## config.mk

```make
export PLATFORM = sky130hd
export DESIGN_NAME = pc_ctrl
export DESIGN_NICKNAME = d
export VERILOG_FILES = /design/src/rtl/pc_ctrl.sv
export SDC_FILE = /design/constraint.sdc
export NUM_CORES = 1
export LEC_CHECK = 0
export CORE_MARGIN = 10
export CORE_UTILIZATION = 56
export CTS_CLUSTER_DIAMETER = 40
export DETAILED_ROUTE_END_ITERATION = 12
export PLACE_DENSITY = 0.81
export SLEW_MARGIN = 25
export SYNTH_ARGS = -nofsm -noshare
export SYNTH_HDL_FRONTEND = slang
export SYNTH_SLANG_ARGS = --single-unit
```

## constraint.sdc

```tcl
create_clock -name pc_ctrl_clk -period 4.9 [get_ports pc_ctrl_clk]
set_input_delay 0.98 -clock pc_ctrl_clk [delete_from_list [all_inputs] [get_ports pc_ctrl_clk]]
set_output_delay 0.98 -clock pc_ctrl_clk [all_outputs]
set_load 0.005 [all_outputs]
```

## src/rtl/pc_ctrl.sv

```systemverilog
// Program counter controller with branch/jump/return redirection,
// exception capture and a circular return-address stack.
module pc_ctrl #(
    parameter int unsigned          ADDR_W       = 32,
    parameter logic [ADDR_W-1:0]    RESET_VECTOR = ADDR_W'(32'h0000_0000),
    parameter logic [ADDR_W-1:0]    EXC_VECTOR   = ADDR_W'(32'h0000_0080),
    parameter int unsigned          RAS_DEPTH    = 4
) (
    input  logic              pc_ctrl_clk,
    input  logic              pc_ctrl_rst,
    input  logic              pc_ctrl_stall,
    input  logic              pc_ctrl_exc,
    input  logic              pc_ctrl_branch,
    input  logic              pc_ctrl_jmp,
    input  logic              pc_ctrl_jal,
    input  logic              pc_ctrl_ret,
    input  logic [ADDR_W-1:0] pc_ctrl_offset_addr,
    input  logic [ADDR_W-1:0] pc_ctrl_jr_target,
    output logic [ADDR_W-1:0] pc_ctrl_out,
    output logic [ADDR_W-1:0] pc_ctrl_epc,
    output logic [4:0]        pc_ctrl_ras_count,
    output logic              pc_ctrl_ras_miss
);

    localparam int unsigned PTR_W   = (RAS_DEPTH > 1) ? $clog2(RAS_DEPTH) : 1;
    localparam logic [PTR_W-1:0] TOP_MAX = PTR_W'(RAS_DEPTH - 1);
    localparam logic [4:0]  DEPTH_C = 5'(RAS_DEPTH);

    logic [ADDR_W-1:0] pc_q, pc_d;
    logic [ADDR_W-1:0] epc_q, epc_d;
    logic [4:0]        cnt_q, cnt_d;
    logic [PTR_W-1:0]  top_q, top_d;
    logic              miss_q, miss_d;
    logic              push;

    logic [ADDR_W-1:0] ras_mem [RAS_DEPTH];

    logic [ADDR_W-1:0] pc4;
    logic [ADDR_W-1:0] br_tgt;
    logic [ADDR_W-1:0] jmp_tgt;
    logic [PTR_W-1:0]  top_inc;
    logic [PTR_W-1:0]  top_dec;

    always_comb begin
        pc4     = pc_q + ADDR_W'(4);
        br_tgt  = pc4 + (pc_ctrl_offset_addr << 2);
        jmp_tgt = {pc4[ADDR_W-1:28], pc_ctrl_offset_addr[25:0], 2'b00};
        top_inc = (top_q == TOP_MAX) ? '0 : top_q + PTR_W'(1);
        top_dec = (top_q == '0) ? TOP_MAX : top_q - PTR_W'(1);
    end

    always_comb begin
        pc_d   = pc4;
        epc_d  = epc_q;
        cnt_d  = cnt_q;
        top_d  = top_q;
        miss_d = 1'b0;
        push   = 1'b0;
        if (pc_ctrl_exc) begin
            pc_d  = EXC_VECTOR;
            epc_d = pc_q;
        end else if (pc_ctrl_stall) begin
            pc_d = pc_q;
        end else if (pc_ctrl_branch) begin
            pc_d = br_tgt;
        end else if (pc_ctrl_jmp || pc_ctrl_jal) begin
            pc_d = jmp_tgt;
            if (pc_ctrl_jal) begin
                // A full stack overwrites its oldest slot, which is the one top points at.
                push  = 1'b1;
                top_d = top_inc;
                if (cnt_q != DEPTH_C) begin
                    cnt_d = cnt_q + 5'd1;
                end
            end
        end else if (pc_ctrl_ret) begin
            if (cnt_q != 5'd0) begin
                pc_d  = ras_mem[top_dec];
                top_d = top_dec;
                cnt_d = cnt_q - 5'd1;
            end else begin
                pc_d   = pc_ctrl_jr_target;
                miss_d = 1'b1;
            end
        end
    end

    always_ff @(posedge pc_ctrl_clk) begin
        if (pc_ctrl_rst) begin
            pc_q   <= RESET_VECTOR;
            epc_q  <= '0;
            cnt_q  <= '0;
            top_q  <= '0;
            miss_q <= 1'b0;
        end else begin
            pc_q   <= pc_d;
            epc_q  <= epc_d;
            cnt_q  <= cnt_d;
            top_q  <= top_d;
            miss_q <= miss_d;
        end
    end

    always_ff @(posedge pc_ctrl_clk) begin
        if (push && !pc_ctrl_rst) begin
            ras_mem[top_q] <= pc4;
        end
    end

    assign pc_ctrl_out       = pc_q;
    assign pc_ctrl_epc       = epc_q;
    assign pc_ctrl_ras_count = cnt_q;
    assign pc_ctrl_ras_miss  = miss_q;

endmodule

```

### Word-level counts from Yosys, hierarchy flattened

Memories as Yosys holds them, arrays and structs flattened.
Cells that the tools add are included.

* add/sub/neg operators: 6
* multipliers: 0
* div/mod/pow operators: 0
* order comparisons: 0
* equal/unequal tests: 5
* shift operators: 0
* multiplexer cells: 25
* bitwise gates (word level): 4
* reduce and logical (&&, ||, !) cells: 11

Operator list (count)
* $mux 32: 4
* $add 32x3->32 const B: 1
* $add 32x32->32: 1
* $mux 5: 5
* $mux 8: 2
* $mux 2: 6
* $mux 1: 8
* $reduce_and 7->1: 1
* $reduce_and 6->1: 1
* $reduce_or 6->1: 1
* $add 5x1->5 const B: 1
* $ne 5x3->1 const B: 1
* $reduce_bool 5->1: 1
* $sub 5x1->5 const B: 1
* $ne 2x1->1 const B: 2
* $not 1->1: 4
* $reduce_bool 2->1: 2
* $add 2x1->2 const B: 1
* $eq 2x2->1 const B: 1
* $logic_not 2->1: 1
* $ne 2x2->1 const B: 1
* $reduce_or 2->1: 1
* $sub 2x1->2 const B: 1
* $logic_and 1x1->1: 1
* other kinds (2): 2

* register bits: 72
* bits in latches: 0
* RAM bits: 128
* memory bits (read-only): 0
* bits of input ports: 72
* output and inout port bits: 70
* word-level logic and storage cells: 58
* memories: 1

Memory list
* ras_mem: words 4, width 32, rd ports 1, clocked after Yosys merged registers in 0, write ports 1, line 36 `logic [ADDR_W-1:0] ras_mem [RAS_DEPTH];`

### Longest topological paths before layout

An unclocked memory read counts as a cell.

* depth after elaboration: 9
* gate-level depth with buffers: 16
* depth with buffers taken out: 15

### Least setup slack after synthesis

OpenSTA, ideal clock, no wires.

* path kind: reg2reg
* start: register pc_q[2], in the netlist pc_ctrl_out[2]
* end: register pc_q[29], in the netlist pc_ctrl_out[29]
* setup time: 0.128 ns
* arrival time: 3.309 ns
* required time: 4.772 ns
* setup slack: 1.463 ns
* stages on the path, launching flop included: 16
* path buffers: 0
* clock period less this slack: 3.437 ns
* path through: dfxtp_1 > ha_1 > and3_1 > nand2_1 > nor3_1 > xor2_1 > ha_1 > and2_1 > a221oi_1 > nand2_1 > a21bo_2 > a22oi_1 > a21oi_1 > xor2_1 > o21ai_0 > a21oi_1

* elaborated cells between the ends (all ways): 5
* those cells by class: add/sub (2); mux (3)

RTL lines
* start: declaration: line 29 `logic [ADDR_W-1:0] pc_q, pc_d;`
* start signal: assignment: line 96 `pc_q <= pc_d;`
* $add 32x3->32: line 45 `pc4 = pc_q + ADDR_W'(4);`
* net pc4[18]: line 38 `logic [ADDR_W-1:0] pc4;`
* $add 32x32->32: line 46 `br_tgt = pc4 + (pc_ctrl_offset_addr << 2);`
* $mux 32: line 64 `end else if (pc_ctrl_branch) begin`

The timed path passes the listed nets, and every way through them passes these cells.
A chain may end at the register's enable or synchronous reset.

### Worst setup path after layout

Ends and elaborated chain as after synthesis.

==> impl_summary.txt <==
----------------------------------------------------
[Clock tree]
  Clock transition at the register clock pins on the worst setup and hold paths after CTS ... 0.08 ns
  Root Buffer ... clkbuf_16
  Clock tree buffer depth ... 2
  H-tree levels ... 4
  Post-CTS Setup Inserts ... 0
  Post-cts hold buffer count ... 0
  Num CTS Buffers ... 17
  PostCTS Resize Cnt ... 0
  Worst skew pair latency ... 0.44 ns
  TritonCTS clock tree ... done
  CTS sink cnt ... 200

[Critical path]
  Family with the most delay on the worst path ... compound AO/OA/AOI/OAI gates
  Number of buffers and inverters on the critical path ... 0
  Startpoint kind of the worst setup timing path ... register
  Required time at the endpoint of the critical path ... 5.20 ns
  Data arrival time at the worst-slack endpoint ... 4.52 ns
  Worst-path fanout max ... 8
  Crit-path cells ... ha_1 -> and3_1 -> nand2_1 -> nor3_1 -> xor2_1 -> ha_1 -> and2_1 -> a221oi_1 -> nand2_1 -> a21bo_2 -> a22oi_1 -> a21oi_1 -> xor2_1 -> o21ai_0 -> a21oi_1
  Kind of end point of the critical path ... register
  FF-to-FF setup slack ... 0.68 ns
  Slowest cell delay on critical path ... 0.49 ns
  Type of the worst setup path ... reg -> reg
  Crit path max-delay cell type ... dfxtp_1

[Hold path]
  Worst Hold Class ... reg -> reg

[Final layout]
  Post-layout util ... 0.6986
  Synth-to-layout area growth ... 21.14%
  Total number of nets in the final design ... 1199
  Post-Layout Inst Area ... 12680 sq um
  Antenna diode count ... 0
  Ratio of cells with drive above 1 in the final layout ... 0.09315

[STA]
  Total Negative Setup Slacks ... 0 ns
  Min cycle time layout ... 4.222 ns
  Number of pins exceeding their max-slew limit in the final report ... 0
  Worst clock skew ... 0.009488 ns
  Fmax ... 0.2369 GHz
  Crit path setup slack, layout ... 0.6784 ns
  RSZ-0062 raised after global routing ... false
  Final hold violation count ... 0
  Slew @ Worst Pin ... 0.9913 ns
  Setup-failing EPs final ... 0
  Share of the cycle needed by the critical path after routing ... 0.8615
  Slew HR ... 0.3391

[Power and ir drop]
  Share of power burned in the clock network ... 0.384
  Leak Pwr ... 4.619 nW
  Logic gate share of total power ... 0.138
  Power spent charging and discharging nets ... 0.9930 mW
  Power per standard cell area ... 303.8 nW/um^2
  Peak ir drop on the vdd network ... 0.2325 mV
  Internal power ... 2.858 mW
  Sequential power share ... 0.478
  Sw Share ... 0.2579

[Placed design]
  Pre-CTS setup slack ... 0.4829 ns
  RePlAce Congestion ... 0.9358
  Quantity of I/O buffers inserted on ports ... 139
  Detailed Place HPWL ... 21180 um
  Area after DPL ... 12060 sq um

[Synth]
  Yosys reg bits ... 200
  Fraction of registers with async set/reset ... 0
  Synth cell types ... 57
  Post-synth top cells ... 128 x edfxtp_1, 122 x nand2_1, 86 x nor2_1, 72 x dfxtp_1, 70 x a21oi_1
  Post-synth EDFFs ... 128
  Flip-flop cell with the highest count after synthesis ... edfxtp_1
  Count of synthesis-stage warnings from yosys ... 0
  Most area-hungry cell type in the Yosys netlist ... edfxtp_1
  Number of instances in the synthesized netlist ... 956
  Sequential share of the synthesized area ... 0.5050
  Top area cells in the synthesized netlist ... edfxtp_1 37%, dfxtp_1 14%, mux4_2 6.9%
  Post-Synthesis Net Count ... 1073
  Average size of a mapped cell ... 10.95 sq um
  Cell area after synthesis ... 10470 sq um
  Post-synth top area share ... 0.3673
  Most common cell in the netlist ... edfxtp_1

[Route]
  Vias per cell ... 6.317
  Number of DRC markers in iteration 0 ... 964
  Pre-antenna DRT Iters ... 6
  Routed length per instance ... 22.90 um
  Post-detailed-routing wire length ... 30320 um
  Antenna-violating nets left ... 0
  Drt drc ... 0
  Vias after detailed routing ... 8364

[Job]
  Count of max-cap constraint violations ... 0

[Global routing]
  Wire length of the first global-routing pass ... 46730 um
  Overflow left after global routing ... 0
  Overall routing resource usage ... 0.2458
  Maximum number of pins on one net before global-route repair ... 47
  Via count of the first global-routing pass ... 8184
  Antenna violations before repair ... 0

[Floorplan]
  Top-Level Pins ... 142
  Standard-cell rows ... 49
  Die height ... 156.7 um
  Die span in x ... 156.7 um
  DIE AREA ... 24550 sq um
  Initial Utilization ... 0.5767
  Area of the core ... 18150 sq um

[Status]
  Status ... finished clean

----------------------------------------------------
## through the flow
| step | instances | power, mW | hold slack, ns |
|---|---|---|---|
| 5_1_grt | 1324 | 3.970 | 0.5220 |
| 6_report | 1324 | 3.851 | 0.4977 |
| 2_1_floorplan | 956 | 2.185 | 0.4829 |
| 3_3_place_gp | 1292 | 2.389 | 0.4730 |
| 4_1_cts | 1324 | 3.852 | 0.5003 |
| 3_5_place_dp | 1292 | 2.398 | 0.4807 |
## layout by cell type (no fill, tap or decap), drive strengths merged, types with 12 or more instances in the layout
master / synthesis / final
a211oi: 19 / 19
a21oi: 70 / 70
a31oi: 16 / 16
and3: 12 / 12
buf: 14 / 24
clkbuf: 40 / 17
clkdlybuf4s50: 0 / 137
dfxtp: 72 / 72
edfxtp: 128 / 128
ha: 43 / 43
inv: 15 / 21
mux2i: 34 / 34
mux4: 32 / 32
nand2: 122 / 122
nand3: 26 / 26
nor2: 88 / 88
o21ai: 55 / 55
xnor2: 36 / 36
xor2: 20 / 20
## sequential cells by signal (all words and copies together), names as in the netlist, named ones only
signal / count
pc_ctrl_out: 30
top_q: 2
pc_ctrl_ras_count: 5
pc_ctrl_ras_miss: 1
ras_mem: 128
pc_ctrl_epc: 32
## worst reg2reg max path, stage by stage, from the launching register on
cell	delay [ns]
dfxtp_1	0.49
ha_1	0.29
and3_1	0.32
nand2_1	0.14
nor3_1	0.19
xor2_1	0.44
ha_1	0.39
and2_1	0.18
a221oi_1	0.37
nand2_1	0.14
a21bo_2	0.24
a22oi_1	0.30
a21oi_1	0.15
xor2_1	0.16
o21ai_0	0.18
a21oi_1	0.09
## cell type report
type,instances,area (sq um)
tap,229,286.5
timing repair buffer,161,1546
sequential,200,5285
clock inverter,15,190.2
fill,1322,5470
multi-input combinational,687,4887
clock buffer,17,425.4
inverter,15,56.30
## power by group through the flow
stage | clock (mW) | sequential (mW) | combinational, mW
after global routing | 1.55 | 1.84 | 0.577
after floorplan | 0 | 1.87 | 0.316
final | 1.48 | 1.84 | 0.532
after CTS | 1.49 | 1.84 | 0.525
after detailed placement | 0 | 1.88 | 0.520
after global placement | 0 | 1.88 | 0.511
## layer usage
layer  track usage  up-vias  wire length [um]
met5             0        -                 0
met3       0.05702       45              3042
met1        0.3239     4063             12470
li1              -     3810                 -
met4       0.06966        0               517
met2        0.3978      446             14290
## cell families (layout without fill, tap and decap cells)
family | count (synthesis) | after routing | share of synthesized area
XOR/XNOR | 56 | 56 | 0.04866
AND/OR/NAND/NOR | 291 | 291 | 0.1228
buffers and inverters | 69 | 208 | 0.02869
adder cells (fa/ha/maj) | 45 | 45 | 0.05524
AO/OA/AOI/OAI | 228 | 228 | 0.1371
multiplexers | 67 | 67 | 0.1025
flip-flops | 200 | 200 | 0.5050
## final timing paths
path	start	endpoint	cells after the start
min	pc_ctrl_epc[31]$_SDFFE_PP0P_	pc_ctrl_epc[31]$_SDFFE_PP0P_	2
max	pc_ctrl_out[2]$_SDFFE_PP0N_	pc_ctrl_out[29]$_SDFFE_PP0N_	15
max reg2reg	pc_ctrl_out[2]$_SDFFE_PP0N_	pc_ctrl_out[29]$_SDFFE_PP0N_	15
min reg2reg	pc_ctrl_epc[31]$_SDFFE_PP0P_	pc_ctrl_epc[31]$_SDFFE_PP0P_	2
Power figures use the tool's default switching activity.
